## config.mk

```make
export PLATFORM = sky130hd
export DESIGN_NAME = ozone_fetch_stage
export DESIGN_NICKNAME = d
export VERILOG_FILES = /design/src/rtl/ozone_fetch_stage.sv
export SDC_FILE = /design/constraint.sdc
export NUM_CORES = 1
export LEC_CHECK = 0
export ABC_AREA = 0
export CAP_MARGIN = 0
export CORE_MARGIN = 5
export CORE_UTILIZATION = 28
export DETAILED_ROUTE_END_ITERATION = 12
export PLACE_DENSITY = 0.58
export SETUP_SLACK_MARGIN = 0.05
export SYNTH_ARGS = -nofsm -noshare
export SYNTH_HDL_FRONTEND = slang
export SYNTH_SLANG_ARGS = --single-unit
```

## constraint.sdc

```tcl
create_clock -name clk -period 2.9 [get_ports clk]
set_input_delay 0.58 -clock clk [delete_from_list [all_inputs] [get_ports clk]]
set_output_delay 0.58 -clock clk [all_outputs]
set_load 0.05 [all_outputs]
```

## src/rtl/ozone_fetch_stage.sv

```systemverilog
// Ozone CPU instruction-fetch stage.
// Owns the PC, drives the word address of an asynchronous instruction ROM and
// registers the returned word into the IF/ID pipeline register. Supports
// delay-slot redirects, stall with a pending redirect, flush, and a sticky
// fault state for fetches outside the ROM window or from misaligned addresses.
module ozone_fetch_stage #(
  parameter int          ADDR_W   = 5,
  parameter logic [31:0] ROM_BASE = 32'hBFC00000,
  parameter logic [31:0] RESET_PC = 32'hBFC00000
) (
  input  logic              clk,
  input  logic              reset_n,
  input  logic              stall_i,
  input  logic              redirect_i,
  input  logic [31:0]       redirect_pc_i,
  input  logic              flush_i,
  output logic [ADDR_W-1:0] rom_addr_o,
  input  logic [31:0]       rom_instr_i,
  output logic              if_valid_o,
  output logic [31:0]       if_instr_o,
  output logic [31:0]       if_pc_o,
  output logic [31:0]       if_pc4_o,
  output logic              fetch_fault_o
);

  typedef enum logic [1:0] {
    ST_BOOT  = 2'd0,
    ST_RUN   = 2'd1,
    ST_FAULT = 2'd2
  } state_t;

  // Window size in bytes; one extra bit so the widest legal ADDR_W still fits.
  localparam logic [32:0] WIN_BYTES = 33'd4 << ADDR_W;

  state_t      state, state_next;

  logic [31:0] pc, pc_next;
  logic        pend_v, pend_v_next;
  logic [31:0] pend_pc, pend_pc_next;
  logic        if_valid, if_valid_next;
  logic [31:0] if_instr, if_instr_next;
  logic [31:0] if_pc, if_pc_next;
  logic [31:0] if_pc4, if_pc4_next;

  logic [31:0] offset;
  logic [31:0] pc_plus4;
  logic        fetch_ok;

  // An address below the base wraps to a huge offset, so a single unsigned
  // compare covers both window bounds.
  assign offset   = pc - ROM_BASE;
  assign pc_plus4 = pc + 32'd4;
  assign fetch_ok = ({1'b0, offset} < WIN_BYTES) && (pc[1:0] == 2'b00);

  // State register.
  always_ff @(posedge clk or negedge reset_n) begin
    if (!reset_n) begin
      state <= ST_BOOT;
    end else begin
      state <= state_next;
    end
  end

  // Next-state logic: one boot cycle, enter FAULT on an unstalled bad fetch,
  // leave FAULT only through a flush carrying a redirect.
  always_comb begin
    state_next = state;
    case (state)
      ST_BOOT:  state_next = ST_RUN;
      ST_RUN: begin
        if (!flush_i && !stall_i && !fetch_ok) begin
          state_next = ST_FAULT;
        end
      end
      ST_FAULT: begin
        if (flush_i && redirect_i) begin
          state_next = ST_RUN;
        end
      end
      default:  state_next = ST_BOOT;
    endcase
  end

  // Outputs decoded from state and PC.
  always_comb begin
    fetch_fault_o = (state == ST_FAULT);
    rom_addr_o    = offset[ADDR_W+1:2];
  end

  // PC, pending redirect and IF/ID register.
  always_ff @(posedge clk or negedge reset_n) begin
    if (!reset_n) begin
      pc       <= RESET_PC;
      pend_v   <= 1'b0;
      pend_pc  <= 32'd0;
      if_valid <= 1'b0;
      if_instr <= 32'd0;
      if_pc    <= 32'd0;
      if_pc4   <= 32'd0;
    end else begin
      pc       <= pc_next;
      pend_v   <= pend_v_next;
      pend_pc  <= pend_pc_next;
      if_valid <= if_valid_next;
      if_instr <= if_instr_next;
      if_pc    <= if_pc_next;
      if_pc4   <= if_pc4_next;
    end
  end

  // Datapath next values; priority in RUN is flush, then stall, then advance.
  always_comb begin
    pc_next       = pc;
    pend_v_next   = pend_v;
    pend_pc_next  = pend_pc;
    if_valid_next = if_valid;
    if_instr_next = if_instr;
    if_pc_next    = if_pc;
    if_pc4_next   = if_pc4;
    case (state)
      ST_RUN: begin
        if (flush_i) begin
          if_valid_next = 1'b0;
          pend_v_next   = 1'b0;
          if (redirect_i) begin
            pc_next = redirect_pc_i;
          end
        end else if (stall_i) begin
          // Remember a redirect seen while stalled; the newest one wins.
          if (redirect_i) begin
            pend_pc_next = redirect_pc_i;
            pend_v_next  = 1'b1;
          end
        end else if (!fetch_ok) begin
          // Record the faulting PC; the ROM word is never marked valid.
          if_valid_next = 1'b0;
          if_pc_next    = pc;
          if_pc4_next   = pc_plus4;
          pend_v_next   = 1'b0;
        end else begin
          // The word fetched now is the delay slot of any redirect.
          if_valid_next = 1'b1;
          if_instr_next = rom_instr_i;
          if_pc_next    = pc;
          if_pc4_next   = pc_plus4;
          pend_v_next   = 1'b0;
          if (redirect_i) begin
            pc_next = redirect_pc_i;
          end else if (pend_v) begin
            pc_next = pend_pc;
          end else begin
            pc_next = pc_plus4;
          end
        end
      end
      ST_FAULT: begin
        if (flush_i && redirect_i) begin
          pc_next     = redirect_pc_i;
          pend_v_next = 1'b0;
        end
      end
      default: begin
      end
    endcase
  end

  assign if_valid_o = if_valid;
  assign if_instr_o = if_instr;
  assign if_pc_o    = if_pc;
  assign if_pc4_o   = if_pc4;

endmodule

```

== Word-level counts from Yosys, hierarchy flattened ==
Cells that the tools add are included.

* Register bits after elaboration: 164
* Word-level logic and storage cells: 58
* Output and inout bits: 103
* Input bits: 69

* Equal/unequal tests: 9
* Add/subtract/negate cells: 2
* Bitwise operators: 2
* Reduce and logical (&&, ||, !) cells: 17
* Muxes and demuxes: 19
* Magnitude comparators: 1

{| class="wikitable"
|+ Operators with widths
! cell !! number
|-
| $mux W32 || 7
|-
| $pmux W32 S2 || 1
|-
| $add A32 B3 Y32 const B || 1
|-
| $lt A32 B8 Y1 const B || 1
|-
| $sub A32 B32 Y32 const B || 1
|-
| $ne A3 B3 Y1 const B || 3
|-
| $reduce_and A4 Y1 || 2
|-
| $mux W1 || 7
|-
| $pmux W2 S3 || 1
|-
| $reduce_and A3 Y1 || 2
|-
| $reduce_and A5 Y1 || 1
|-
| $logic_and A1 B1 Y1 || 4
|-
| $logic_not A2 Y1 || 2
|-
| $mux W2 || 2
|-
| $ne A2 B1 Y1 const B || 2
|-
| $ne A4 B4 Y1 const B || 1
|-
| $reduce_and A2 Y1 || 2
|-
| $logic_not A1 Y1 || 3
|-
| $eq A2 B1 Y1 const B || 1
|-
| $eq A2 B2 Y1 const B || 1
|-
| $ne A2 B2 Y1 const B || 1
|-
| $not A1 Y1 || 2
|-
| $pmux W1 S2 || 1
|-
| $reduce_bool A2 Y1 || 1
|}

== Depth between registers and ports, before layout ==
Gate-level depths: netlist (run 1).

* Depth in word-level cells: 7
* Gate-level depth with buffers: 9

== Worst setup path before layout (run 1) ==
OpenSTA, ideal clock, no wires.

* Path kind: flip-flop to flip-flop
* Start: reg state[0]
* End: reg pc[2]
* Data arrival time: 2.208 ns
* Slack: 0.568 ns
* Cell stages (with the launch flop): 9
* Data required time: 2.776 ns
* Buffers on the path: 2
* Path through: dfrtp_1 > inv_1 > ha_1 > clkbuf_1 > nor2_1 > nor4_1 > a21oi_2 > buf_2 > a211o_1

* Word-level cells in the longest chain between the ends: 3

{| class="wikitable"
|+ RTL lines
! element !! line !! RTL
|-
| start: declaration || 35 || <nowiki>state_t state, state_next;</nowiki>
|-
| start signal: assignment || 60 || <nowiki>state <= state_next;</nowiki>
|-
| $eq A2 B2 Y1 (*) || n/a ||
|-
| via fetch_fault_o || 23 || <nowiki>output logic fetch_fault_o</nowiki>
|-
| $ne A2 B1 Y1 (no line) / $reduce_bool A2 Y1 (equally long branches) || n/a ||
|-
| $reduce_and A5 Y1 (no line) || n/a ||
|-
| end signal: assignment || 101 || <nowiki>pc <= pc_next;</nowiki>
|-
| end: declaration || 37 || <nowiki>logic [31:0] pc, pc_next;</nowiki>
|}

The timed path passes the listed nets; every way through them passes the cells marked *.
A chain may end at the register's enable or synchronous reset.

== Worst setup path in the final report (run 1) ==
* Start: reg state[0]
* End: out fetch_fault_o

* Word-level cells in the longest chain between the ends: 1

{| class="wikitable"
|+ RTL lines
! element !! line !! RTL
|-
| $eq A2 B2 Y1 || 86 || <nowiki>fetch_fault_o = (state == ST_FAULT);</nowiki>
|-
| end: declaration || 23 ||
|}

Every way passes these cells.

==> impl_metrics.ini, run 1 <==
[power]
powerDensity_mw_per_mm2 = 1046
irDropWorstVdd_v = 0.0004478
p_leak_nw = 4.456

[yosys]
synth.top_cells.by_area = dfrtp_1 (50%), mux2_2 (9.3%), nand2_1 (8.9%)
syn_avg_cell_area_um2 = 10.16
syn_inst = 752
ys_seq_area_frac = 0.5320
synth_largest_area_cell = dfrtp_1
synth_common_cells = nand2_1 (181), dfrtp_1 (153), mux2_2 (63)
synth_top_area_share = 0.5011
ys.warnings.count = 0
syn_area_mm2 = 0.007641
syn_nets = 825
synthFlopType = dfrtp_1
async_flop_share = 1.000
synth-edff-count = 0
ys_types = 56
synth-seq-cells = 162
synthMostInstantiatedCell = nand2_1

[floorplanning]
die_height_um = 175.2
ios = 172
coreArea_mm2 = 0.02688
initial_core_util = 0.2843
num_rows = 60
fp.dieArea_mm2 = 0.03069
dieWidth_um = 175.2

[route]
routed_wl_mm = 22.01
route.vias.total = 5982
ant_nets = 0
drt_iter0_drc = 389
avgViaCountPerCell = 4.744
drc_errors = 0
wire_per_inst_um = 17.46
drt-pass1-iter-count = 5

[sta]
hold_violations = 0
drv_slew = 0
clock.fmax_ghz = 0.3634
tightest_slew_ns = 0.9024
rsz0062_at_grt = false
setup_violations = 0
period_share = 0.9488
post-route-min-period_ns = 2.752
worst_hold_slack_ns = 0.1110
relSlewSlack = 0.3984
fin_skew_ns = 0.01167
setup_tns_ns = 0

[finish]
fin_nets = 980
drive_gt1_frac = 0.1565
synthToLayoutAreaGrowth_pct = 34.48
seqCellArea_mm2 = 0.004065
instances_no_fill = 1261
final_util = 0.3824
fillCellCount = 2682
insertedDiodeCount = 0
multiInputGateArea_mm2 = 0.003251

[worst_setup_path]
r2r_start = pc[23]$_DFFE_PN1P_
regToRegSetupSlack_ns = 0.42
r2r-end = pc[8]$_DFFE_PN0P_
arrival_ns = 2.17
end_kind = output port
crit_type = flop to output port
critPathLaunchType = flop
required_ns = 2.32
reg2reg_depth = 7
cp_max_fo = 11

[clock_tree]
clockBufferDepth = 2
h-tree-depth = 4
cts_buffers = 17
cts_resized = 0
cts-root-buf = clkbuf_16
clk_pin_slew_ns = 0.07
cts_tree = yes
post_cts_buffers = 0
clk_latency_ns = 0.43
cts_hold_buffers = 0
cts_num_sinks = 162

[placement]
routabilityCongestion = 0.7755
detailedPlacementHpwl_mm = 15.64
dpl.cell_count = 1229
io_buffers = 171

[global_routing]
grt_pass1_wl_mm = 35.32
grtUsageTotal = 0.1457
grt_pass1_vias = 6013
grt_max_degree = 94
antenna_found_initial = 1
grt-ovfl-total = 0

[run]
drv_cap = 0

[worst_hold_path]
min_path_type = primary input to async pin

[outcome]
status = complete, no violations
how the worst max path moves through the flow:
stage,from,end,slack [ns],depth (start not counted)
after floorplan,state[0]$_DFFE_PN0P_,pc[2]$_DFFE_PN0P_,0.57,8
after detailed placement,flush_i,pc[5]$_DFFE_PN0P_,0.25,8
after CTS,state[0]$_DFFE_PN0P_,fetch_fault_o,0.12,3
after global routing,state[0]$_DFFE_PN0P_,fetch_fault_o,0.06,3
final,state[0]$_DFFE_PN0P_,fetch_fault_o,0.15,3
after global placement,flush_i,pc[6]$_DFFE_PN0P_,0.31,8
through the flow:
stage	setup WS, ns	area, um2	total power, mW
2_1_floorplan	0.5680	7641	7.000
3_3_place_gp	0.3068	9719	8.599
3_5_place_dp	0.2538	9719	8.669
4_1_cts	0.1187	10280	10.89
5_1_grt	0.05727	10280	11.41
6_report	0.1485	10280	10.75
registers in the layout, indices dropped and copies added (netlist names):
register    cells
if_pc4_o       30
pend_v          1
if_pc_o        32
if_valid_o      1
pc             32
state           2
if_instr_o     32
pend_pc        32
cell type report:
class / count / share of cell area
clock inverters: 11 / 0.01035
well taps: 341 / 0.04152
repair buffers: 196 / 0.1898
flip-flops and latches: 162 / 0.3956
inverters: 7 / 0.002557
clock buffers: 21 / 0.04383
multi-input cells: 523 / 0.3163
layout by cell type (no fill, tap or decap), types with 3 or more instances in the layout:
master and count:
clkinvlp_4 3, o31ai_1 3, a31oi_1 9, nor4_1 8, or3_1 3, o211ai_1 11
a21oi_1 41, buf_12 4, inv_1 6, clkbuf_16 17, xnor2_1 17, nor3_1 4
nand2_1 180, clkdlybuf4s50_1 170, mux2_1 3, mux2_2 63, nand4_2 3, clkinv_4 3
nor4_4 4, buf_4 21, dfstp_2 9, dfrtp_1 153, o21ai_0 56, nand3_1 16
nand4_1 4, a21o_1 5, o21ai_1 6, nor2_1 28, nand2b_1 4, xor2_1 11
ha_1 4, clkbuf_1 3, and3_1 9
critical path, cell delays in order, from the launching register on:
cell	delay (ns)
dfrtp_1	0.39
inv_1	0.08
ha_1	0.38
clkdlybuf4s50_1	0.88
cells by family (layout without fill, tap and decap cells):
group           after synthesis  in the layout  synth area share
mux                          67             67           0.09858
compound gates              145            145            0.1100
simple gates                279            279            0.1772
buf+inv                      67            235           0.04356
xor+xnor                     28             28           0.03209
fa+ha+maj                     4              4          0.006550
flops                       162            162            0.5320
per-layer routing:
metal,GRT usage,wire [um]
met3,0.04522,1637
met5,0,13
met2,0.2169,9541
met1,0.2031,10380
met4,0.04517,435
power breakdown:
| group | internal [mW] | total, mW | switching [mW] |
|---|---|---|---|
| Sequential | 3.14 | 3.91 | 0.767 |
| Combinational | 1.69 | 4.68 | 2.98 |
| Clock | 1.21 | 2.17 | 0.954 |
(Power assumes the default switching activity.)
==> run 2: changes to the inputs <==
CORE_UTILIZATION = 51   (was 28)
PLACE_DENSITY = 0.89   (was 0.58)
==> impl_metrics.ini, run 2 (synthesized netlist as in run 1, its figures left out) <==
[sta]
setup_violations = 0
period_share = 0.9537
setup_tns_ns = 0
fin_skew_ns = 0.009974
post-route-min-period_ns = 2.766
rsz0062_at_grt = false
tightest_slew_ns = 0.8202
hold_violations = 0
drv_slew = 0
relSlewSlack = 0.4498
clock.fmax_ghz = 0.3616

[placement]
io_buffers = 171
dpl.cell_count = 1066
detailedPlacementHpwl_mm = 14.92
routabilityCongestion = 0.8546

[worst_setup_path]
critPathLaunchType = flop
critPathLaunch = state[0]$_DFFE_PN0P_
crit_type = flop to output port
reg2reg_depth = 7
required_ns = 2.32
arrival_ns = 2.19
end_kind = output port
r2r_start = pc[11]$_DFFE_PN0P_
cp_max_fo = 11
regToRegSetupSlack_ns = 0.41

[power]
p_total_mw = 10.97
irDropWorstVdd_v = 0.0005888
p_leak_nw = 4.461
powerDensity_mw_per_mm2 = 1086

[global_routing]
grt_pass1_vias = 6240
grt_max_degree = 94
antenna_found_initial = 0
grt_pass1_wl_mm = 33.37
grt-ovfl-total = 0
grtUsageTotal = 0.2360

[finish]
insertedDiodeCount = 0
synthToLayoutAreaGrowth_pct = 32.14
drive_gt1_frac = 0.1501
final_common_cell = nand2_1
instances_no_fill = 1097
final_util = 0.6921
layout_common_cells = nand2_1 (180), clkdlybuf4s50_1 (170), dfrtp_1 (153), mux2_2 (63), o21ai_0 (56)
fin_nets = 974

[outcome]
status = complete, no violations

[route]
highest_layer = met4
drt_iter0_drc = 515
drc_errors = 0
wl_met3_mm = 1.540
wl_met1_mm = 8.880
drt-pass1-iter-count = 7
ant_nets = 0
routed_wl_mm = 20.42
avgViaCountPerCell = 5.665
wire_per_inst_um = 18.62
met2WireLength_mm = 9.330
route.vias.total = 6215

[floorplanning]
fp.dieArea_mm2 = 0.01753
num_rows = 44
dieWidth_um = 132.4
die_height_um = 132.4
ios = 172
coreArea_mm2 = 0.01459
initial_core_util = 0.5238

[clock_tree]
h-tree-depth = 4
clk_pin_slew_ns = 0.06
cts_num_sinks = 162
cts-root-buf = clkbuf_16
clockBufferDepth = 2
cts_hold_buffers = 0
clk_latency_ns = 0.43
post_cts_buffers = 0
cts_tree = yes
cts_resized = 0
cts_buffers = 17

[worst_hold_path]
min_path_type = primary input to async pin

[run]
drv_cap = 0
## run 2: cell count changes in the layout (fill, tap and decap cells not counted), sizes merged
cell	before	now
clkinvlp	3	1
clkinv	6	5
inv	8	6
bufinv	1	4
buf	26	20
clkbuf	21	22
## run 2: worst max-delay path: stages (launching register included)
cell	delay, ns
dfrtp_1	0.40
inv_1	0.08
ha_1	0.39
clkdlybuf4s50_1	0.88
## run 2: worst paths after layout
| path | end |
|---|---|
| worst max-delay path | fetch_fault_o |
| worst min-delay path | if_pc_o[5]$_DFFE_PN0P_ |
| worst max register to register | pc[10]$_DFFE_PN0P_ |
| worst min register to register | if_pc_o[14]$_DFFE_PN0P_ |
| max in group asynchronous | pc[22]$_DFFE_PN1P_ |
| min in group clk | if_pc_o[14]$_DFFE_PN0P_ |
## run 2: cell type report
cell class              count  area, um2
fillers                  1023       4492
clock inverters             9      155.1
repair buffers            190       1906
clock buffers              22      464.2
flip-flops and latches    162       4065
multi-input cells         523       3251
well taps                 184      230.2
inverters                   7      26.28
## run 2: report_power, final
part	internal (mW)	switching, mW	leakage, nW
Combinational	1.66	2.98	2.12
Clock	1.48	0.879	0.300
Sequential	3.14	0.834	2.04
## run 2: stage by stage
step / hold WS (ns) / cell area, um2 / setup slack (ns)
4_1_cts: 0.1295 / 10100 / 0.1286
2_1_floorplan: 0.2844 / 7641 / 0.5680
3_3_place_gp: 0.4580 / 9478 / 0.3438
5_1_grt: 0.1498 / 10100 / 0.05477
3_5_place_dp: 0.4625 / 9478 / 0.2708
6_report: 0.1178 / 10100 / 0.1344
## run 2: metal layers
| layer | vias up | GRT usage |
|---|---|---|
| met2 | 310 | 0.3581 |
| met5 | - | 0 |
| met4 | 0 | 0.1052 |
| met1 | 2983 | 0.3243 |
| met3 | 44 | 0.05496 |
| li1 | 2878 | - |
